--- src/rtl/split_slave.sv ---
// split_slave: bit-serial memory slave behind an address decoder, with
// optional split transactions. Ports: clk, rstn (async, active-low),
// rx (request in), tx (response out), busy (internal resource busy),
// split_pending (split in progress). Macro SPLIT_SLAVE_SPLIT_EN enables
// the split/resume behaviour; without it a busy access simply stalls.
module split_slave #(
    parameter int                ADDR_W   = 4,
    parameter int                DATA_W   = 8,
    parameter logic [DATA_W-1:0] MEM_INIT = '0
) (
    input  logic clk,
    input  logic rstn,
    input  logic rx,
    output logic tx,
    input  logic busy,
    output logic split_pending
);

    localparam int MAX_W = (ADDR_W > DATA_W) ? ADDR_W : DATA_W;
    localparam int CNT_W = $clog2(MAX_W) + 1;
    localparam int DEPTH = 1 << ADDR_W;

    localparam logic [CNT_W-1:0] A_LAST = CNT_W'(ADDR_W - 1);
    localparam logic [CNT_W-1:0] D_LAST = CNT_W'(DATA_W - 1);
    localparam logic [CNT_W-1:0] S_LAST = CNT_W'(1);

    localparam logic [1:0] ST_OK = 2'b00;

`ifdef SPLIT_SLAVE_SPLIT_EN
    localparam logic [1:0] ST_SPLIT  = 2'b01;
    localparam logic [1:0] ST_RESUME = 2'b10;

    typedef enum logic [3:0] {
        IDLE, RX_RW, RX_ADDR, RX_DATA, EXEC,
        TX_STAT, TX_DATA, SPLIT_WAIT, RESUME
    } state_t;
`else
    typedef enum logic [2:0] {
        IDLE, RX_RW, RX_ADDR, RX_DATA, EXEC,
        TX_STAT, TX_DATA
    } state_t;
`endif

    state_t             state, state_n;
    logic [CNT_W-1:0]   cnt, cnt_n;
    logic               rw_q, rw_n;
    logic [ADDR_W-1:0]  addr_q, addr_n;
    logic [DATA_W-1:0]  data_q, data_n;
    logic [DATA_W-1:0]  rdata_q, rdata_n;
    logic [1:0]         stat_q, stat_n;
    // Holds off start detection for the first idle cycle after a response.
    logic               gap_q, gap_n;
    logic               do_acc;

    logic [DATA_W-1:0]  mem [DEPTH];

    always_ff @(posedge clk or negedge rstn) begin
        if (!rstn) begin
            state   <= IDLE;
            cnt     <= '0;
            rw_q    <= 1'b0;
            addr_q  <= '0;
            data_q  <= '0;
            rdata_q <= '0;
            stat_q  <= ST_OK;
            gap_q   <= 1'b0;
        end else begin
            state   <= state_n;
            cnt     <= cnt_n;
            rw_q    <= rw_n;
            addr_q  <= addr_n;
            data_q  <= data_n;
            rdata_q <= rdata_n;
            stat_q  <= stat_n;
            gap_q   <= gap_n;
        end
    end

    always_ff @(posedge clk or negedge rstn) begin
        if (!rstn) begin
            for (int i = 0; i < DEPTH; i++) begin
                mem[i] <= MEM_INIT;
            end
        end else if (do_acc && rw_q) begin
            mem[addr_q] <= data_q;
        end
    end

    always_comb begin
        state_n = state;
        cnt_n   = cnt;
        rw_n    = rw_q;
        addr_n  = addr_q;
        data_n  = data_q;
        rdata_n = rdata_q;
        stat_n  = stat_q;
        gap_n   = 1'b0;
        do_acc  = 1'b0;
        tx      = 1'b1;

        case (state)
            IDLE: begin
                if (!gap_q && !rx) begin
                    state_n = RX_RW;
                end
            end

            RX_RW: begin
                rw_n    = rx;
                cnt_n   = '0;
                state_n = RX_ADDR;
            end

            RX_ADDR: begin
                addr_n = {addr_q[ADDR_W-2:0], rx};
                if (cnt == A_LAST) begin
                    cnt_n   = '0;
                    state_n = rw_q ? RX_DATA : EXEC;
                end else begin
                    cnt_n = cnt + CNT_W'(1);
                end
            end

            RX_DATA: begin
                data_n = {data_q[DATA_W-2:0], rx};
                if (cnt == D_LAST) begin
                    cnt_n   = '0;
                    state_n = EXEC;
                end else begin
                    cnt_n = cnt + CNT_W'(1);
                end
            end

            EXEC: begin
                if (!busy) begin
                    tx      = 1'b0;
                    do_acc  = 1'b1;
                    rdata_n = mem[addr_q];
                    stat_n  = ST_OK;
                    cnt_n   = '0;
                    state_n = TX_STAT;
                end else begin
`ifdef SPLIT_SLAVE_SPLIT_EN
                    // Request stays latched in rw/addr/data.
                    tx      = 1'b0;
                    stat_n  = ST_SPLIT;
                    cnt_n   = '0;
                    state_n = TX_STAT;
`else
                    tx      = 1'b1;
`endif
                end
            end

            TX_STAT: begin
                tx = cnt[0] ? stat_q[0] : stat_q[1];
                if (cnt == S_LAST) begin
                    cnt_n = '0;
`ifdef SPLIT_SLAVE_SPLIT_EN
                    if (stat_q == ST_SPLIT) begin
                        state_n = SPLIT_WAIT;
                    end else
`endif
                    if (!rw_q) begin
                        state_n = TX_DATA;
                    end else begin
                        state_n = IDLE;
                        gap_n   = 1'b1;
                    end
                end else begin
                    cnt_n = cnt + CNT_W'(1);
                end
            end

            TX_DATA: begin
                tx      = rdata_q[DATA_W-1];
                rdata_n = {rdata_q[DATA_W-2:0], 1'b0};
                if (cnt == D_LAST) begin
                    cnt_n   = '0;
                    state_n = IDLE;
                    gap_n   = 1'b1;
                end else begin
                    cnt_n = cnt + CNT_W'(1);
                end
            end

`ifdef SPLIT_SLAVE_SPLIT_EN
            SPLIT_WAIT: begin
                if (!busy) begin
                    do_acc  = 1'b1;
                    rdata_n = mem[addr_q];
                    stat_n  = ST_RESUME;
                    state_n = RESUME;
                end
            end

            RESUME: begin
                tx      = 1'b0;
                cnt_n   = '0;
                state_n = TX_STAT;
            end
`endif

            default: begin
                state_n = IDLE;
            end
        endcase
    end

`ifdef SPLIT_SLAVE_SPLIT_EN
    assign split_pending = (state == SPLIT_WAIT);
`else
    assign split_pending = 1'b0;
`endif

endmodule

--- config.mk ---
export PLATFORM = sky130hd
export DESIGN_NAME = split_slave
export DESIGN_NICKNAME = d
export VERILOG_FILES = /design/src/rtl/split_slave.sv
export SDC_FILE = /design/constraint.sdc
export NUM_CORES = 1
export LEC_CHECK = 0
export ABC_CLOCK_PERIOD_IN_PS = 4700
export BUFFER_PORTS_ARGS = -buffer_cell sky130_fd_sc_hd__buf_2
export CORE_ASPECT_RATIO = 0.5
export CORE_UTILIZATION = 44
export CTS_CLUSTER_DIAMETER = 80
export CTS_CLUSTER_SIZE = 30
export DETAILED_ROUTE_END_ITERATION = 12
export GPL_ROUTABILITY_DRIVEN = 0
export PLACE_DENSITY = 0.61
export SLEW_MARGIN = 30
export SYNTH_ARGS = -nofsm -noshare
export SYNTH_HDL_FRONTEND = slang
export SYNTH_SLANG_ARGS = --single-unit
export TNS_END_PERCENT = 100
--- constraint.sdc ---
create_clock -name clk -period 4.7 [get_ports clk]
set_input_delay 0.235 -clock clk [delete_from_list [all_inputs] [get_ports clk]]
set_output_delay 0.235 -clock clk [all_outputs]
set_load 0.02 [all_outputs]
==> key figures, run 1 <==
GRT
  – Vias in the first global route: 4177
  – Global route overflow: 0
  – Largest net degree at the start of global routing: 115
  – All-Layer GR Usage: 18.8%
  – First-pass GRT wire length: 24300 µm
  – Initial antenna violation count: 0

Floorplan
  – Core Box Area: 16400 µm²
  – Die area: 17300 µm²
  – Die height: 93.6 µm
  – Initial Utilization: 45.0%
  – FP Rows: 33
  – Io pins: 6
  – Die Wd: 185 µm

STA
  – Setup ws final: 1.97 ns
  – RSZ-0062 raised after global routing: no
  – Skew final: 0.0151 ns
  – Final hold vios: 0
  – Slew Viols, Final: 0
  – Setup violations, final: 0
  – Fmax: 0.367 GHz
  – Slew @ Worst Pin: 0.931 ns
  – Slew Limit Headroom: 37.4%
  – Min Tclk post-route: 2.73 ns
  – Post-route setup TNS: 0 ns
  – Final critical-path share of the clock period: 58.0%

Setup path
  – Critical Path AT: 3.03 ns
  – Critical Path Source Type: flop
  – CP Capture Type: flop
  – Critical path required time: 5.00 ns
  – Critical-path maximum fanout: 21
  – Worst r2r dst: mem[36]
  – Critical Path Slowest Stage Cell: nor3_2
  – Setup slack, reg-to-reg: 1.97 ns
  – Critical path cell sequence: nor4b_4, nand3_4, nor3_2, mux2_2
  – Worst reg2reg path depth: 4
  – CP Class: flop to flop
  – Worst r2r src: state[2]
  – Critical path's largest stage delay: 0.73 ns

Placement
  – Placed cells: 693
  – # port buffers: 4
  – DP Worst Slack: 1.99 ns
  – Post-DP HPWL: 9500 µm

Synth
  – Yosys reg bits: 157
  – Warnings, synthesis: 0
  – Post-Synthesis Cells: 497
  – Post-synth cell types: 50
  – Post-Synthesis Cell Area: 7380 µm²
  – Post-synthesis sequential area ratio: 53.3%
  – Syn avg cell area: 14.8 µm²
  – Mapped Nets: 503

Status
  – Outcome: complete, no violations

Clock network
  – CTS resizes: 0
  – CTS tree: built
  – Clock slew at reported path FFs: 0.06 ns
  – CTS sink cnt: 157
  – Post-CTS Setup Repair Bufs: 0
  – CTS Buf Count: 17
  – Clock latency at the later pin of the worst-skew pair: 0.42 ns
  – Hold-fix buffers at CTS: 1
  – CTS root buf: clkbuf_16
  – CTS HTree Levels: 4
  – Max Root-Sink Buffers: 2

Power
  – Pwr/cell area: 500 nW/µm²
  – Max VDD drop: 175 µV
  – Leak: 3.80 nW
  – Total chip power: 0.00408 W

Finish
  – Register area: 3930 µm²
  – Antenna Cells: 0
  – Non-filler instance count after layout: 726
  – Multi-input gate area: 3250 µm²
  – Ratio of cells with drive above 1 in the final layout: 45.1%
  – Nets@finish: 492
  – Fillers: 1414
  – Syn-to-layout area delta: 10.6%

Drt
  – # DRC: 0
  – Routed vias/inst: 5.59
  – DRT Wirelength: 14800 µm
  – DR pass1 iterations: 4
  – Initial drt markers: 337
  – DR vias: 4059
  – Antenna viol nets, final: 0
  – Routed len/inst: 20.4 µm

Min path
  – Hold Startpoint: rx
  – Hold Path Sink: addr_q[0]
  – Hold path depth: 3
  – Worst hold path type: input port to flop

Job
  – Max Cap Viol: 0
[critical path: cells and delay by family (launching register included)]
kind	cells	cell delay (ns)
AND/OR/NAND/NOR	3	1.48
flip-flops	1	0.71
multiplexers	1	0.41
[placed cells by master, fill, tap and decap left out, types with 6 or more instances in the layout]
cell and count:
dfrtp_1 156, mux4_2 32, or3_1 6, mux2_4 8, mux2_2 131, nand2_1 19, mux2i_1 9, a222oi_1 7
o21ai_0 9, o211ai_1 9, clkbuf_16 17
[worst max-delay path by stage]
| stage | cells after the start | startpoint | slack (ns) | end |
|---|---|---|---|---|
| CTS | 4 | state[2] | 1.97 | mem[32] |
| global route | 4 | state[2] | 1.79 | mem[103] |
| global placement | 3 | addr_q[0] | 2.00 | mem[84] |
| detailed placement | 4 | state[2] | 1.99 | mem[102] |
| floorplan | 6 | state[0] | 2.66 | mem[120] |
| finish | 4 | state[2] | 1.97 | mem[36] |
[logic make-up after synthesis]
| kind of cell | count (synthesis) | synth area share, % |
|---|---|---|
| buffers and inverters | 43 | 2.66 |
| other | 1 | 0.0508 |
| and+or+nand+nor | 71 | 6.79 |
| AOI/OAI and AO/OA | 43 | 4.27 |
| DFF | 157 | 53.3 |
| adders and majority gates | 2 | 0.339 |
| muxes | 180 | 32.6 |
[cells in the mapped netlist, drive strengths merged]
| cell type | instances | area [µm²] |
|---|---|---|
| o211ai | 9 | 67.6 |
| mux2 | 139 | 1600 |
| a222oi | 7 | 70.1 |
| a21oi | 3 | 15.0 |
| o32ai | 1 | 8.76 |
| nand2b | 5 | 31.3 |
| ha | 2 | 25.0 |
| o211a | 1 | 10.0 |
| and4 | 1 | 8.76 |
| dfrtp | 157 | 3930 |
| inv | 5 | 18.8 |
| a2111oi | 1 | 8.76 |
| mux4 | 32 | 721 |
| or4 | 1 | 11.3 |
| o22ai | 2 | 12.5 |
| clkbuf | 18 | 67.6 |
| nand2 | 19 | 71.3 |
| o221ai | 2 | 17.5 |
| nor2b | 4 | 25.0 |
| nor2 | 5 | 21.3 |
| or2 | 1 | 6.26 |
| nand3 | 5 | 37.5 |
| mux2i | 9 | 90.1 |
| nand3b | 2 | 27.5 |
| conb | 1 | 3.75 |
| buf | 20 | 110 |
| nor4 | 4 | 70.1 |
| a221oi | 1 | 8.76 |
| or2b | 2 | 15.0 |
| or3 | 6 | 37.5 |
| nor3 | 8 | 65.1 |
| o21ai | 9 | 45.0 |
| and3b | 2 | 17.5 |
| a22oi | 2 | 15.0 |
| o31ai | 1 | 7.51 |
| a31oi | 2 | 12.5 |
| a32oi | 1 | 8.76 |
| and2 | 2 | 12.5 |
| a21o | 1 | 7.51 |
| nor4b | 1 | 23.8 |
| and3 | 3 | 18.8 |
[per-layer routing]
layer | vias to the layer above | global-route usage (%) | share of wire, %
met4 | 0 | 5.37 | 0.59
met3 | 11 | 3.08 | 2.1
met5 | - | 0 | 0
li1 | 1854 | - | -
met2 | 46 | 28.4 | 46
met1 | 2148 | 28.0 | 52
[state kept, by name, summed over array words and instances (netlist names)]
register / count
mem: 128
cnt: 4
addr_q: 4
data_q: 8
state: 3
rdata_q: 8
rw_q: 1
gap_q: 1
[power breakdown]
group          internal [W]  switching [W]
Clock              0.000825       0.000579
Sequential          0.00150       0.000455
Combinational      0.000384       0.000334
[final cells by class]
| type | count | area share (%) |
|---|---|---|
| multi-input cells | 297 | 39.8 |
| flip-flops and latches | 157 | 48.2 |
| clock buffers | 19 | 5.55 |
| clock inverters | 13 | 1.92 |
| repair buffers | 8 | 0.767 |
| well taps | 227 | 3.48 |
| inverters | 5 | 0.230 |
[through the flow]
stage	area (µm²)	hold slack (ns)	util, %
3_5_place_dp	7540	0.371	46.0
2_1_floorplan	7380	-0.0606	-
3_3_place_gp	7530	0.469	46.0
6_report	8160	0.112	49.8
4_1_cts	8160	0.102	49.8
5_1_grt	8160	0.113	49.8
Note: power is estimated with default switching activity, not from simulation.
==> run 2, diff against run 1 <==
--- a/config.mk
+++ b/config.mk
@@ -5,7 +5,7 @@
 export SDC_FILE = /design/constraint.sdc
 export NUM_CORES = 1
 export LEC_CHECK = 0
-export ABC_CLOCK_PERIOD_IN_PS = 4700
+export ABC_CLOCK_PERIOD_IN_PS = 2200
 export BUFFER_PORTS_ARGS = -buffer_cell sky130_fd_sc_hd__buf_2
 export CORE_ASPECT_RATIO = 0.5
 export CORE_UTILIZATION = 44
@@ -13,7 +13,7 @@
 export CTS_CLUSTER_SIZE = 30
 export DETAILED_ROUTE_END_ITERATION = 12
 export GPL_ROUTABILITY_DRIVEN = 0
-export PLACE_DENSITY = 0.61
+export PLACE_DENSITY = 0.63
 export SLEW_MARGIN = 30
 export SYNTH_ARGS = -nofsm -noshare
 export SYNTH_HDL_FRONTEND = slang
==> constraint.sdc (replaced) <==
create_clock -name clk -period 2.2 [get_ports clk]
set_input_delay 0.11 -clock clk [delete_from_list [all_inputs] [get_ports clk]]
set_output_delay 0.11 -clock clk [all_outputs]
set_load 0.02 [all_outputs]
==> run 2 against run 1 <==
Clock skew fell by 0.0059 ns. Worst setup slack got worse by 1.8 ns. Clock power rose by 110%. Largest power group unchanged. First-iteration DRC count fell by 21%. Highest routed layer unchanged.
==> key figures, run 2 (synthesis results as in run 1) <==
Finish
  – Ratio of cells with drive above 1 in the final layout: 47.4% (+2.3 points)
  – Most frequent cells in the layout: dfrtp_1 (156), mux2_2 (131), mux4_2 (32)
  – Non-filler instance count after layout: 752 (+3.6%)
  – Nets@finish: 519 (+5.5%)
  – Antenna Cells: 0 (unchanged)
  – Final core occ: 51.1% (+1.4 points)
  – Most common cell after layout, fill and taps aside: dfrtp_1
  – Multi-input gate area: 3250 µm² (unchanged)
  – Most flop-heavy register: mem
  – Syn-to-layout area delta: 13.6%
  – Top Registers: mem x128, data_q x8, rdata_q x8
  – Fillers: 1361 (-3.7%)
  – Post-route design area: 8380 µm² (+2.7%)
  – Register area: 3930 µm² (about the same)
  – Max FFs per register: 128 (unchanged)

Placement
  – # port buffers: 4 (unchanged)
  – Post-DP Area: 7780 µm² (+3.2%)
  – Post-DP HPWL: 9840 µm (+3.6%)
  – Placed cells: 719 (+3.8%)

STA
  – Worst hold slack: 0.155 ns (+0.0426 ns)
  – Slew @ Worst Pin: 0.678 ns (-0.254 ns)
  – Post-route setup TNS: 0 ns (unchanged)
  – Slew Limit Headroom: 54.8% (+17 points)
  – RSZ-0062 raised after global routing: no
  – Min Tclk post-route: 2.05 ns (-0.680 ns)
  – Skew final: 0.00921 ns (-0.00588 ns)
  – Fmax: 0.489 GHz (+33%)
  – Final critical-path share of the clock period: 93.0% (+35 points)
  – Setup violations, final: 0 (unchanged)
  – Final hold vios: 0 (unchanged)
  – Slew Viols, Final: 0 (unchanged)

Drt
  – DRT Wirelength: 14400 µm (-2.8%)
  – DR pass1 iterations: 4 (unchanged)
  – Routed vias/inst: 5.52 (-1.3%)
  – # DRC: 0 (unchanged)
  – Routed len/inst: 19.2 µm (-6.2%)
  – DR vias: 4148 (+2.2%)
  – Initial drt markers: 265 (-21%)
  – Antenna viol nets, final: 0 (unchanged)

Floorplan
  – Io pins: 6 (unchanged)
  – Die height: 93.6 µm (unchanged)
  – Core Box Area: 16400 µm² (unchanged)
  – FP Rows: 33 (unchanged)
  – Die Wd: 185 µm (unchanged)
  – Die area: 17300 µm² (unchanged)
  – Initial Utilization: 45.0% (unchanged)

Power
  – Leak: 3.93 nW (+3.3%)
  – Pwr/cell area: 1050 nW/µm² (+110%)
  – Max VDD drop: 525 µV (+200%)

GRT
  – All-Layer GR Usage: 18.5% (-0.36 points)
  – Initial antenna violation count: 0 (unchanged)
  – First-pass GRT wire length: 24000 µm (-1.0%)
  – Largest net degree at the start of global routing: 64 (-44%)
  – Global route overflow: 0 (unchanged)
  – Vias in the first global route: 4245 (+1.6%)

Setup path
  – CP Capture Type: flop
  – Critical Path AT: 2.34 ns (-0.69 ns)
  – Critical-path maximum fanout: 8 (-62%)
  – Critical path required time: 2.49 ns (-2.51 ns)
  – CP Class: flop to flop
  – Critical Path Source Type: flop
  – Critical path cell sequence: nor4b_4, buf_4, nand3b_4, or4_4, mux2_4
  – Critical path's largest stage delay: 0.58 ns (-0.15 ns)
  – Critical Path Slowest Stage Cell: or4_4

Clock network
  – CTS Buf Count: 17 (unchanged)
  – Clock latency at the later pin of the worst-skew pair: 0.41 ns (about the same)
  – CTS root buf: clkbuf_16
  – CTS HTree Levels: 4 (unchanged)
  – CTS sink cnt: 157 (unchanged)
  – CTS resizes: 0 (unchanged)
  – Clock slew at reported path FFs: 0.06 ns (about the same)
  – Max Root-Sink Buffers: 2 (unchanged)
  – CTS tree: built

Min path
  – Worst hold path type: input port to flop

Status
  – Outcome: complete, no violations

Job
  – Max Cap Viol: 0 (unchanged)
## run 2: cell types whose count changed in the layout (fill, tap and decap cells not counted), moves of 2 or more
| cell | previous run | this run |
|---|---|---|
| buf_4 | 3 | 25 |
| buf_12 | 0 | 4 |
| inv_8 | 2 | 0 |
| clkinvlp_4 | 1 | 4 |
| clkinv_4 | 5 | 3 |
## run 2: cell type report
type / count / share of cell area (%)
sequential: 157 / 46.9
multi-input combinational: 297 / 38.8
clock buffer: 19 / 5.29
timing repair buffer: 35 / 3.75
tap: 227 / 3.39
clock inverter: 12 / 1.66
inverter: 5 / 0.224
## run 2: repair_timing
action | CTS | global route
hold endpoints to repair | 63 | 0
hold buffers | 2 | 0
setup buffers | 0 | 0
## run 2: power breakdown
group,switching [W],internal (W)
sequential,0.000638,0.00321
clock,0.00118,0.00170
combinational,0.00106,0.00101
## run 2: metal layers
metal  track usage [%]  share of wire, %  up-vias
met2              26.4                44       32
met3              3.39               1.5       12
li1                  -                 -     1900
met1              28.0                54     2204
met5                 0                 0        -
met4              6.27              0.87        0
## run 2: critical path, delay by kind of cell (launching register included)
kind	cells	cell delay (ns)
buf+inv	1	0.19
flops	1	0.41
mux	1	0.33
simple gates	3	1.00
## run 2: final timing paths
| check | cells past startpoint | end | slack, ns | start |
|---|---|---|---|---|
| max in group asynchronous | 3 | mem[28] | 1.23 | rstn |
| min reg2reg | 1 | mem[13] | 0.50 | mem[13] |
| max | 5 | mem[122] | 0.15 | state[1] |
| max reg2reg | 5 | mem[122] | 0.15 | state[1] |
| min | 3 | rdata_q[0] | 0.15 | busy |
| min in group asynchronous | 2 | cnt[0] | 0.24 | rstn |
## run 2: through the flow
step	power (W)	worst slack (ns)
floorplan	0.00523	0.164
global placement	0.00595	0.176
detailed placement	0.00598	0.134
CTS	0.00891	0.124
global route	0.00929	0.0735
finish	0.00881	0.153
==> run 3, diff against run 2 <==
--- a/config.mk
+++ b/config.mk
@@ -14,6 +14,7 @@
 export DETAILED_ROUTE_END_ITERATION = 12
 export GPL_ROUTABILITY_DRIVEN = 0
 export PLACE_DENSITY = 0.63
+export RECOVER_POWER = 100
 export SLEW_MARGIN = 30
 export SYNTH_ARGS = -nofsm -noshare
 export SYNTH_HDL_FRONTEND = slang
==> run 3 against run 2 <==
The run now ends with max-capacitance violations, max-slew violations left. Sequential power hardly changed. Total power is 1.1% lower. Count of clock-buffer cells in the layout stayed put.
==> key figures, run 3 (synthesis results as in run 1) <==
Placement
  – Post-DP Area: 7780 µm² (unchanged)
  – DP Worst Slack: 0.134 ns (unchanged)
  – # port buffers: 4 (unchanged)
  – Post-DP HPWL: 9840 µm (unchanged)

Clock network
  – CTS sink cnt: 157 (unchanged)
  – Max Root-Sink Buffers: 2 (unchanged)
  – CTS root buf: clkbuf_16
  – CTS Buf Count: 17 (unchanged)
  – CTS HTree Levels: 4 (unchanged)
  – Clock slew at reported path FFs: 0.06 ns (about the same)
  – Clock latency at the later pin of the worst-skew pair: 0.42 ns (about the same)
  – CTS tree: built

Power
  – Pwr/cell area: 1060 nW/µm² (+0.54%)
  – Sw Ratio: 32.6% (about the same)
  – Clk pwr share: 33.3% (+0.5 points)
  – Power Internal: 0.00587 W (-1.0%)
  – Combinational Power Share: 22.7% (-0.8 points)
  – Sequential share of power: 44.1% (+0.4 points)
  – Leak: 3.88 nW (-1.2%)
  – Net Switching: 0.00284 W (-1.2%)
  – Max VDD drop: 533 µV (+1.6%)

STA
  – Min Tclk post-route: 2.03 ns (-0.0157 ns)
  – Final critical-path share of the clock period: 92.3% (-0.71 points)
  – Setup violations, final: 0 (unchanged)
  – Slew Limit Headroom: -7.47% (-62 points)
  – Setup ws final: 0.169 ns (+0.0157 ns)
  – Slew Viols, Final: 63 (+63)
  – Post-route setup TNS: 0 ns (unchanged)
  – Slew @ Worst Pin: 1.61 ns (+0.934 ns)
  – Final hold vios: 0 (unchanged)
  – Skew final: 0.0105 ns (+0.00131 ns)
  – Fmax: 0.492 GHz (+0.77%)
  – RSZ-0062 raised after global routing: no

Drt
  – Routed vias/inst: 5.49 (-0.43%)
  – # DRC: 0 (unchanged)
  – Initial drt markers: 277 (+4.5%)
  – DR vias: 4130 (-0.43%)
  – DRT Wirelength: 14400 µm (-0.28%)
  – Routed len/inst: 19.1 µm (-0.28%)
  – DR pass1 iterations: 4 (unchanged)
  – Antenna viol nets, final: 0 (unchanged)

Setup path
  – Critical Path Source Type: flop
  – Critical path cell sequence: nor4b_4, buf_4, nand3b_4, nor3_1, clkbuf_2, mux2_2
  – Critical path required time: 2.50 ns (about the same)
  – CP Capture Type: flop
  – Critical path's largest stage delay: 0.40 ns (-0.18 ns)
  – Critical-path maximum fanout: 8 (unchanged)
  – CP Class: flop to flop
  – Critical Path Slowest Stage Cell: dfrtp_1
  – CP bufs+invs: 2 (+1)
  – CP delay by family, top: simple AND/OR/NAND/NOR gates
  – Critical Path AT: 2.33 ns (about the same)

Finish
  – Most common cell after layout, fill and taps aside: dfrtp_1
  – Syn-to-layout area delta: 11.8%
  – Ratio of cells with drive above 1 in the final layout: 44.2% (-3.2 points)
  – Top Registers: mem x128, data_q x8, rdata_q x8
  – Nets@finish: 519 (unchanged)
  – Most flop-heavy register: mem
  – Antenna Cells: 0 (unchanged)
  – Most frequent cells in the layout: dfrtp_1 (156), mux2_2 (131), mux4_2 (32)
  – Post-route design area: 8240 µm² (-1.6%)
  – Max FFs per register: 128 (unchanged)

Status
  – Outcome: finished with violations
  – Violated checks: max-capacitance violations, max-slew violations

Floorplan
  – Die area: 17300 µm² (unchanged)
  – Initial Utilization: 45.0% (unchanged)
  – Core Box Area: 16400 µm² (unchanged)
  – Die height: 93.6 µm (unchanged)
  – Io pins: 6 (unchanged)
  – FP Rows: 33 (unchanged)
  – Die Wd: 185 µm (unchanged)

Job
  – Max Cap Viol: 1 (+1)

GRT
  – First-pass GRT wire length: 24000 µm (unchanged)
  – Largest net degree at the start of global routing: 64 (unchanged)
  – Initial antenna violation count: 0 (unchanged)
  – Global route overflow: 0 (unchanged)
  – All-Layer GR Usage: 18.5% (unchanged)
  – Vias in the first global route: 4245 (unchanged)

Min path
  – Worst hold path type: input port to flop
[run 3: metal layers]
| metal | global-route usage [%] | vias up | routed length (µm) |
|---|---|---|---|
| met5 | 0 | - | 0 |
| met4 | 6.27 | 0 | 175 |
| met3 | 3.39 | 17 | 317 |
| met2 | 26.4 | 48 | 6210 |
| met1 | 28.0 | 2164 | 7670 |
| li1 | - | 1901 | - |
[run 3: layout make-up]
type | count | area [µm²]
flip-flops and latches | 157 | 3930
clock inverters | 12 | 139
repair buffers | 35 | 256
clock buffers | 19 | 443
fillers | 1383 | 8150
well taps | 227 | 284
multi-input cells | 297 | 3170
inverters | 5 | 18.8
[run 3: power groups by stage]
stage	registers, W	logic [W]	clock network [W]
final	0.00384	0.00197	0.00290
after detailed placement	0.00389	0.00209	0
after floorplan	0.00347	0.00175	0
after global routing	0.00393	0.00218	0.00308
after CTS	0.00384	0.00210	0.00297
after global placement	0.00389	0.00206	0
[run 3: stage by stage]
| stage | util [%] | total power (W) | hold slack [ns] | std cells |
|---|---|---|---|---|
| 3_3_place_gp | 47.4 | 0.00595 | 0.140 | 719 |
| 5_1_grt | 50.3 | 0.00918 | 0.150 | 752 |
| 4_1_cts | 51.1 | 0.00891 | 0.139 | 752 |
| 3_5_place_dp | 47.4 | 0.00598 | 0.146 | 719 |
| 2_1_floorplan | - | 0.00523 | -0.186 | 497 |
| 6_report | 50.3 | 0.00871 | 0.155 | 752 |
[run 3: worst paths after layout]
kind / from / endpoint / slack, ns / depth (start not counted)
setup / recovery: state[1] / mem[29] / 0.17 / 6
hold / removal: busy / rdata_q[0] / 0.15 / 3
setup reg to reg: state[1] / mem[29] / 0.17 / 6
hold reg to reg: mem[120] / mem[120] / 0.50 / 1
max in group asynchronous: rstn / mem[105] / 0.45 / 3
min in group asynchronous: rstn / cnt[0] / 0.62 / 2
[run 3: repair_timing]
| item | in CTS | in global routing |
|---|---|---|
| gates resized for setup | 0 | 0 |
| hold endpoints to repair | 63 | 0 |
| hold buffers | 2 | 0 |
| buffers inserted | 0 | 0 |
[run 3: worst reg2reg max path: stages (launching register included)]
cell,delay [ns]
dfrtp_1,0.40
nor4b_4,0.25
buf_4,0.19
nand3b_4,0.14
nor3_1,0.26
clkbuf_2,0.30
mux2_2,0.37
